==> src/rtl/jk_bank_driver_if.sv <==
// Target-word handshake between control logic and jk_bank_driver.
// master: control side offering a target word; slave: the driver accepting it.
interface jk_bank_driver_if #(
  parameter int WIDTH = 8
);
  logic             in_valid;
  logic             in_ready;
  logic [WIDTH-1:0] in_target;

  modport master (output in_valid, output in_target, input in_ready);
  modport slave  (input in_valid, input in_target, output in_ready);
endinterface

==> src/rtl/jk_bank_driver.sv <==
// Drives a bank of external JK flip-flops to a target word, verifies q, and retries.
// Optional macro JK_BANK_DRIVER_TOGGLE_EN: changed bits use j1k1 instead of set/reset.
module jk_bank_driver #(
  parameter int WIDTH     = 8,
  parameter int MAX_RETRY = 1
) (
  input  logic             clk,
  input  logic             rst_n,
  jk_bank_driver_if.slave  in_bus,
  input  logic [WIDTH-1:0] q_fb,
  output logic             ff_en,
  output logic [WIDTH-1:0] ff_j,
  output logic [WIDTH-1:0] ff_k,
  output logic             busy,
  output logic             done,
  output logic             err,
  output logic [WIDTH-1:0] err_mask
);

  localparam logic [3:0] RETRY_LIMIT = 4'(MAX_RETRY);

  typedef enum logic [1:0] {IDLE, SAMPLE, DRIVE, CHECK} state_t;

  state_t           state_reg, state_next;
  logic [WIDTH-1:0] target_reg, target_next;
  logic [3:0]       retry_reg, retry_next;
  logic             ready_reg, ready_next;
  logic             busy_reg, busy_next;
  logic             en_reg, en_next;
  logic [WIDTH-1:0] j_reg, j_next;
  logic [WIDTH-1:0] k_reg, k_next;
  logic             done_reg, done_next;
  logic             err_reg, err_next;
  logic [WIDTH-1:0] mask_reg, mask_next;
  logic [WIDTH-1:0] exc_j, exc_k;

  // Excitation is taken from q_fb at the SAMPLE edge; the registered j/k then
  // serve as the snapshot for the DRIVE cycle.
  genvar gi;
  generate
    for (gi = 0; gi < WIDTH; gi++) begin : g_exc
`ifdef JK_BANK_DRIVER_TOGGLE_EN
      assign exc_j[gi] = q_fb[gi] ^ target_reg[gi];
      assign exc_k[gi] = q_fb[gi] ^ target_reg[gi];
`else
      assign exc_j[gi] = ~q_fb[gi] &  target_reg[gi];
      assign exc_k[gi] =  q_fb[gi] & ~target_reg[gi];
`endif
    end
  endgenerate

  always_ff @(posedge clk or negedge rst_n) begin
    if (!rst_n) begin
      state_reg  <= IDLE;
      target_reg <= '0;
      retry_reg  <= '0;
      ready_reg  <= 1'b0;
      busy_reg   <= 1'b0;
      en_reg     <= 1'b0;
      j_reg      <= '0;
      k_reg      <= '0;
      done_reg   <= 1'b0;
      err_reg    <= 1'b0;
      mask_reg   <= '0;
    end else begin
      state_reg  <= state_next;
      target_reg <= target_next;
      retry_reg  <= retry_next;
      ready_reg  <= ready_next;
      busy_reg   <= busy_next;
      en_reg     <= en_next;
      j_reg      <= j_next;
      k_reg      <= k_next;
      done_reg   <= done_next;
      err_reg    <= err_next;
      mask_reg   <= mask_next;
    end
  end

  always_comb begin
    state_next  = state_reg;
    target_next = target_reg;
    retry_next  = retry_reg;
    ready_next  = ready_reg;
    busy_next   = busy_reg;
    en_next     = 1'b0;
    j_next      = '0;
    k_next      = '0;
    done_next   = 1'b0;
    err_next    = 1'b0;
    mask_next   = mask_reg;
    case (state_reg)
      IDLE: begin
        ready_next = 1'b1;
        if (in_bus.in_valid && ready_reg) begin
          target_next = in_bus.in_target;
          retry_next  = '0;
          ready_next  = 1'b0;
          busy_next   = 1'b1;
          mask_next   = '0;
          state_next  = SAMPLE;
        end
      end
      SAMPLE: begin
        en_next    = 1'b1;
        j_next     = exc_j;
        k_next     = exc_k;
        state_next = DRIVE;
      end
      DRIVE: begin
        state_next = CHECK;
      end
      CHECK: begin
        if (q_fb == target_reg) begin
          done_next  = 1'b1;
          ready_next = 1'b1;
          busy_next  = 1'b0;
          mask_next  = '0;
          state_next = IDLE;
        end else if (retry_reg < RETRY_LIMIT) begin
          retry_next = retry_reg + 4'd1;
          state_next = SAMPLE;
        end else begin
          err_next   = 1'b1;
          ready_next = 1'b1;
          busy_next  = 1'b0;
          mask_next  = q_fb ^ target_reg;
          state_next = IDLE;
        end
      end
      default: state_next = IDLE;
    endcase
  end

  assign in_bus.in_ready = ready_reg;
  assign ff_en           = en_reg;
  assign ff_j            = j_reg;
  assign ff_k            = k_reg;
  assign busy            = busy_reg;
  assign done            = done_reg;
  assign err             = err_reg;
  assign err_mask        = mask_reg;

endmodule
==> src/flat_wrapper.sv <==
// flat-port wrapper written by rule: the top's interface ports become plain ports
module jk_bank_driver_flat 
#(
  parameter int WIDTH     = 8,
  parameter int MAX_RETRY = 1
)
  (clk, rst_n, q_fb, ff_en, ff_j, ff_k, busy, done, err, err_mask, in_bus_in_valid, in_bus_in_target, in_bus_in_ready);
  jk_bank_driver_if #(.WIDTH(WIDTH)) in_bus_i ();
  input  logic clk;
  input  logic rst_n;
  input  logic [WIDTH-1:0] q_fb;
  output logic ff_en;
  output logic [WIDTH-1:0] ff_j;
  output logic [WIDTH-1:0] ff_k;
  output logic busy;
  output logic done;
  output logic err;
  output logic [WIDTH-1:0] err_mask;
  input wire logic [$bits(in_bus_i.in_valid)-1:0] in_bus_in_valid;
  input wire logic [$bits(in_bus_i.in_target)-1:0] in_bus_in_target;
  output wire logic [$bits(in_bus_i.in_ready)-1:0] in_bus_in_ready;
  assign in_bus_i.in_valid = in_bus_in_valid;
  assign in_bus_i.in_target = in_bus_in_target;
  assign in_bus_in_ready = in_bus_i.in_ready;
  jk_bank_driver #(.WIDTH(WIDTH), .MAX_RETRY(MAX_RETRY)) u_core (.clk(clk), .rst_n(rst_n), .in_bus(in_bus_i), .q_fb(q_fb), .ff_en(ff_en), .ff_j(ff_j), .ff_k(ff_k), .busy(busy), .done(done), .err(err), .err_mask(err_mask));
endmodule
==> config.mk <==
export PLATFORM = sky130hd
export DESIGN_NAME = jk_bank_driver_flat
export DESIGN_NICKNAME = d
export VERILOG_FILES = /design/src/rtl/jk_bank_driver_if.sv /design/src/rtl/jk_bank_driver.sv /design/src/flat_wrapper.sv
export SDC_FILE = /design/constraint.sdc
export NUM_CORES = 1
export LEC_CHECK = 0
export BUFFER_PORTS_ARGS = -buffer_cell sky130_fd_sc_hd__buf_2
export CELL_PAD_IN_SITES_DETAIL_PLACEMENT = 1
export CELL_PAD_IN_SITES_GLOBAL_PLACEMENT = 1
export CORE_UTILIZATION = 35
export DETAILED_ROUTE_END_ITERATION = 10
export PLACE_DENSITY_LB_ADDON = 0.1
export SYNTH_ARGS = -nofsm -noshare
export SYNTH_HDL_FRONTEND = slang
export SYNTH_SLANG_ARGS = --single-unit
==> constraint.sdc <==
create_clock -name clk -period 2.56 [get_ports clk]
set_clock_uncertainty 0.05 [all_clocks]
set_input_delay 0.512 -clock clk [delete_from_list [all_inputs] [get_ports clk]]
set_output_delay 0.512 -clock clk [all_outputs]
set_load 0.005 [all_outputs]
==> flow_summary.yaml, run 1 <==
power:
  p_sw_uw: 891.9
  vdd_drop_max_uv: 507.9
  p_clk_frac: 0.204
  power.internal_uw: 1680
  powerDensity_nw_per_um2: 1072
  seqPwrFrac: 0.395
  switching_share: 0.3468
  leakage_uw: 0.001357
  power.total_uw: 2572
  pwr-share-comb: 0.401
logic_synthesis:
  ys_ff_latch: 43
  synth.most_common_cell: "dfrtp_1"
  synth-seq-area-share: 0.5467
  synth-main-ff-cell: "dfrtp_1"
  syn_area_um2: 1968
  async_flop_share: 1.000
  synth_largest_area_cell: "dfrtp_1"
  yosysTopAreaCellShare: 0.5467
  synth_warnings: 0
  netlist_top_cells_count: "43 x dfrtp_1, 22 x ha_1, 20 x inv_1"
  synth_cells: 160
  netlist_top_cells_area: "dfrtp_1 55%, ha_1 14%, mux2_4 6.1%"
  synth_nets: 201
  synth-edff-count: 0
  ys_types: 24
  avgSynthCellArea_um2: 12.30
timing:
  setup_violations: 0
  maxSlewHeadroom: 0.3586
  setup_tns_ps: 0
  layout_min_cycle_time_ps: 2243
  tightestPinTransition_ps: 962.1
  maxSlewViolCount: 0
  hold_viol_final: 0
  fmax_mhz: 445.8
  rsz0062_at_grt: "false"
  fin_crit_sh: 0.8762
clock_network:
  clock_sinks: 43
  cts.path.max_buffers: 2
  cts_tree: "done"
  clkLatencyLatePin_ps: 290
  cts_setup_buffers: 0
  cts_inserted_buffers: 5
  clockRootBuffer: "clkbuf_8"
  ctsResizeCount: 0
  clkTransAtPathRegs_ps: 80
  ctsHtreeMaxLevel: 2
  ctsHoldBuffers: 0
drt:
  dr.pass1.iters: 4
  num_vias: 1295
  ant_nets: 0
  routed_via_density: 4.560
  routedWlPerCell_um: 14.27
  wl_mm: 4.054
  initialDrtViolationCount: 45
  drc: 0
final_layout:
  fin_nets: 254
  design_area_um2: 2400
  fill_cells: 591
  instances_no_fill: 284
  drive_gt1_frac: 0.3551
  syn_to_final_growth_pct: 21.93
  antenna_cells: 0
worst_setup_path:
  crit_path_end_kind: "flip-flop"
  crit_buf_inv: 0
  path_cells: "ha_1 -> nand4_1 -> o211a_1 -> or3_1 -> mux2_4"
  cp_max_fo: 9
  cp.required_ps: 2690
  max_stage_delay_ps: 540
  crit_slowest_cell: "or3_1"
  critPathLaunchType: "flip-flop"
  critical_path_arrival_ps: 2380
  cp_top_family: "simple AND/OR/NAND/NOR gates"
  critPathKind: "flip-flop to flip-flop"
grt:
  grt_pass1_vias: 1432
  antenna_found_initial: 0
  grt_pass1_wl_mm: 6.975
  globalRoute.totalOverflow: 0
  grt_max_degree: 44
  track_usage: 0.1527
job:
  max-cap-violations: 0
die:
  die_h_um: 76.99
  design.core.area_um2: 5270
  io_pins: 48
  dieArea_um2: 5927
  rows: 26
  die_w_um: 76.99
  start_util: 0.3735
place:
  port_buffers: 47
  place_area_um2: 2287
  dp_cells: 276
  post-dp-hpwl_mm: 3.105
  place_congestion: 0.7554
worst_hold_path:
  min_path_type: "input pin to async pin"
status:
  status: "finished, final reports clean"
per-stage QoR:
stage / utilization / worst slack, ps / hold slack [ps]
6_report: 0.4554 / 316.8 / 313.6
3_3_place_gp: 0.4340 / 98.15 / 440.5
2_1_floorplan: - / 403.6 / 166.4
5_1_grt: 0.4554 / 208.5 / 372.9
3_5_place_dp: 0.4340 / 42.46 / 456.3
4_1_cts: 0.4554 / 287.0 / 350.8
final timing paths:
kind,from,endpoint,slack [ps],cells past startpoint
min in group clk,in_bus_in_target[4],u_core.target_reg[4],390,2
min,rst_n,u_core.ff_j[6],310,1
min reg2reg,u_core.retry_reg[2],u_core.retry_reg[2],470,2
max reg2reg,u_core.target_reg[6],u_core.err_mask[2],320,5
max,u_core.target_reg[6],u_core.err_mask[2],320,5
max in group asynchronous,rst_n,u_core.ff_j[0],1550,1
layout make-up:
| cell class | instances | area [µm²] | share of cell area |
|---|---|---|---|
| inverters | 21 | 78.83 | 0.03285 |
| multi-input cells | 93 | 794.5 | 0.3311 |
| clock buffers | 5 | 68.82 | 0.02868 |
| flip-flops and latches | 43 | 1076 | 0.4484 |
| repair buffers | 49 | 250.2 | 0.1043 |
| well taps | 70 | 87.58 | 0.03650 |
| clock inverters | 3 | 43.79 | 0.01825 |
power groups by stage:
| stage | clock (µW) | combinational (µW) | sequential (µW) |
|---|---|---|---|
| final | 524 | 1030 | 1020 |
| after detailed placement | 0 | 1050 | 1030 |
| after global routing | 577 | 1160 | 1050 |
| after CTS | 549 | 1060 | 1020 |
| after global placement | 0 | 1010 | 1010 |
| after floorplan | 0 | 736 | 1010 |
cell families (layout without fill, tap and decap cells):
| family | Yosys count | after routing | synth area share |
|---|---|---|---|
| adder cells (fa/ha/maj) | 22 | 22 | 0.1399 |
| multiplexers | 16 | 16 | 0.1068 |
| buffers and inverters | 24 | 78 | 0.04958 |
| flip-flops | 43 | 43 | 0.5467 |
| AND/OR/NAND/NOR | 41 | 41 | 0.1087 |
| AO/OA/AOI/OAI | 14 | 14 | 0.04831 |
placed cells by master (no fill, tap or decap):
cell type and instances:
buf_2 47, dfrtp_1 43, ha_1 22, inv_1 20, and2_1 16, nor2_1 12, mux2_2 8, mux2_4 8
o21ai_0 7, nand2_1 5, clkbuf_8 5, nand4_1 2, o31ai_1 2, a22o_2 2, buf_4 2, clkinv_1 1
nor3_1 1, nor3b_1 1, nand3_1 1, and2_2 1, o211a_1 1, or3_1 1, nor2b_1 1, a21oi_1 1
a32o_1 1, clkinv_2 1, clkinv_4 1, bufinv_16 1
metal layers:
metal	routed length, µm	GRT usage	share of wire
met1	1706	0.1856	0.42
met2	2127	0.2679	0.52
met3	170	0.03571	0.042
met4	49	0.04528	0.012
met5	0	0	0
worst register-to-register path: stages (launching register included):
cell	delay (ps)
dfrtp_1	400
ha_1	320
nand4_1	160
o211a_1	270
or3_1	540
mux2_4	390
(Power assumes the default switching activity.)
==> inputs of run 2 (changes only) <==
- CAP_MARGIN: not set -> 5
- PLACE_DENSITY_LB_ADDON: 0.1 -> 0.2
==> run 2 against run 1 <==
Effect of this change:
- first-iteration DRC count shrank 36%
- maximum frequency shrank 1.1%
- sequential share of layout area grew 0.23 points
- register-to-register slack lost 30 ps
- final area shrank 0.52%
- critical path depth is the same
- worst setup slack lost 25 ps
- total power shrank 2.1%
- via count grew 0.85%
- critical endpoint is now u_core.err_mask[3]
- largest cell class unchanged
- largest power group unchanged
==> flow_summary.yaml, run 2 (synthesis gave the netlist of run 1 again) <==
status:
  status: "finished, final reports clean"
timing:
  rsz0062_at_grt: "false"
  fin_hold_ws_ps: 318.2
  setup_violations: 0
  maxSlewViolCount: 0
  fin_crit_sh: 0.8860
  layout_min_cycle_time_ps: 2268
  tightestPinTransition_ps: 953.1
  hold_viol_final: 0
  maxSlewHeadroom: 0.3646
  fmax_mhz: 440.9
  setup_tns_ps: 0
worst_setup_path:
  critical_path_arrival_ps: 2390
  crit_slowest_cell: "or3_1"
  max_stage_delay_ps: 550
  crit_path_end_kind: "flip-flop"
  cp_max_fo: 9
  critPathLaunchType: "flip-flop"
  cp_top_family: "simple AND/OR/NAND/NOR gates"
  worstReg2RegEnd: "u_core.err_mask[3]"
  cp.required_ps: 2680
  r2r_cells: 5
  startpoint: "u_core.target_reg[0]"
  critPathKind: "flip-flop to flip-flop"
  crit_buf_inv: 0
  rrSetupSlack_ps: 290
  rr_startpoint: "u_core.target_reg[0]"
  cp.depth: 5
  path_cells: "ha_1 -> nand4_1 -> o211a_1 -> or3_1 -> mux2_4"
worst_hold_path:
  min_path_type: "input pin to async pin"
power:
  power.total_uw: 2519
  powerDensity_nw_per_um2: 1055
  vdd_drop_max_uv: 507.3
  leakage_uw: 0.001350
grt:
  grt_max_degree: 44
  track_usage: 0.1515
  antenna_found_initial: 0
  grt_pass1_wl_mm: 7.010
  globalRoute.totalOverflow: 0
  grt_pass1_vias: 1471
clock_network:
  ctsHtreeMaxLevel: 2
  ctsResizeCount: 0
  clkTransAtPathRegs_ps: 80
  clockRootBuffer: "clkbuf_8"
  clkLatencyLatePin_ps: 290
  cts_setup_buffers: 0
  cts_inserted_buffers: 5
  ctsHoldBuffers: 0
  clock_sinks: 43
  cts.path.max_buffers: 2
  cts_tree: "done"
die:
  dieArea_um2: 5927
  die_h_um: 76.99
  design.core.area_um2: 5270
  rows: 26
  start_util: 0.3735
  io_pins: 48
  die_w_um: 76.99
final_layout:
  syn_to_final_growth_pct: 21.30
  drive_gt1_frac: 0.3505
  fill_cells: 607
  antenna_cells: 0
  fin_nets: 254
  mostFrequentLayoutCells: "47 x buf_2, 43 x dfrtp_1, 22 x ha_1, 20 x inv_1, 16 x and2_1"
  mostFrequentLayoutCell: "buf_2"
drt:
  dr.pass1.iters: 4
  initialDrtViolationCount: 29
  routed_via_density: 4.599
  wl_mm: 4.048
  routedWlPerCell_um: 14.25
  ant_nets: 0
  num_vias: 1306
  drc: 0
place:
  post-dp-hpwl_mm: 3.121
  port_buffers: 47
  place_congestion: 0.7184
job:
  max-cap-violations: 0
run 2: cell types whose count changed in the layout (fill, tap and decap cells not counted):
cell       change
clkbuf_8       +2
clkinv_4       -1
bufinv_16      -1
clkinv_2       -1
clkbuf_1       +1
run 2: report_power, final:
| part | internal (µW) | switching (µW) |
|---|---|---|
| Sequential | 886 | 126 |
| Combinational | 507 | 538 |
| Clock | 246 | 215 |
run 2: worst max-delay path by stage:
stage	slack (ps)	to
floorplan	400	u_core.err_mask[0]
global placement	90	u_core.err_mask[1]
detailed placement	40	u_core.err_mask[2]
CTS	280	u_core.err_mask[4]
global route	210	u_core.err_mask[5]
finish	290	u_core.err_mask[3]
run 2: area by class of cell:
type | count | area [µm²] | share of cell area
timing repair buffer | 49 | 250.2 | 0.1048
tap | 70 | 87.58 | 0.03669
clock buffer | 8 | 100.1 | 0.04193
multi-input combinational | 93 | 794.5 | 0.3328
sequential | 43 | 1076 | 0.4507
inverter | 21 | 78.83 | 0.03302
run 2: layer usage:
metal / track usage / vias up / share of wire
li1: - / 620 / -
met1: 0.1779 / 656 / 0.42
met2: 0.2696 / 28 / 0.53
met3: 0.03929 / 2 / 0.042
met4: 0.04528 / 0 / 0.0089
met5: 0 / - / 0
run 2: worst reg2reg max path: cells and delay by family (launching register included):
| kind | cells | cell delay [ps] |
|---|---|---|
| AOI/OAI and AO/OA | 1 | 260 |
| adders and majority gates | 1 | 330 |
| DFF | 1 | 410 |
| muxes | 1 | 390 |
| and+or+nand+nor | 2 | 720 |
run 2: stage by stage:
stage | setup WS [ps] | util | std cells | area [µm²]
final | 291.8 | 0.4530 | 284 | 2387
after global routing | 207.3 | 0.4530 | 284 | 2387
after CTS | 277.7 | 0.4530 | 284 | 2387
after detailed placement | 40.30 | 0.4340 | 276 | 2287
after global placement | 90.51 | 0.4340 | 276 | 2287
after floorplan | 403.6 | - | 160 | 1968
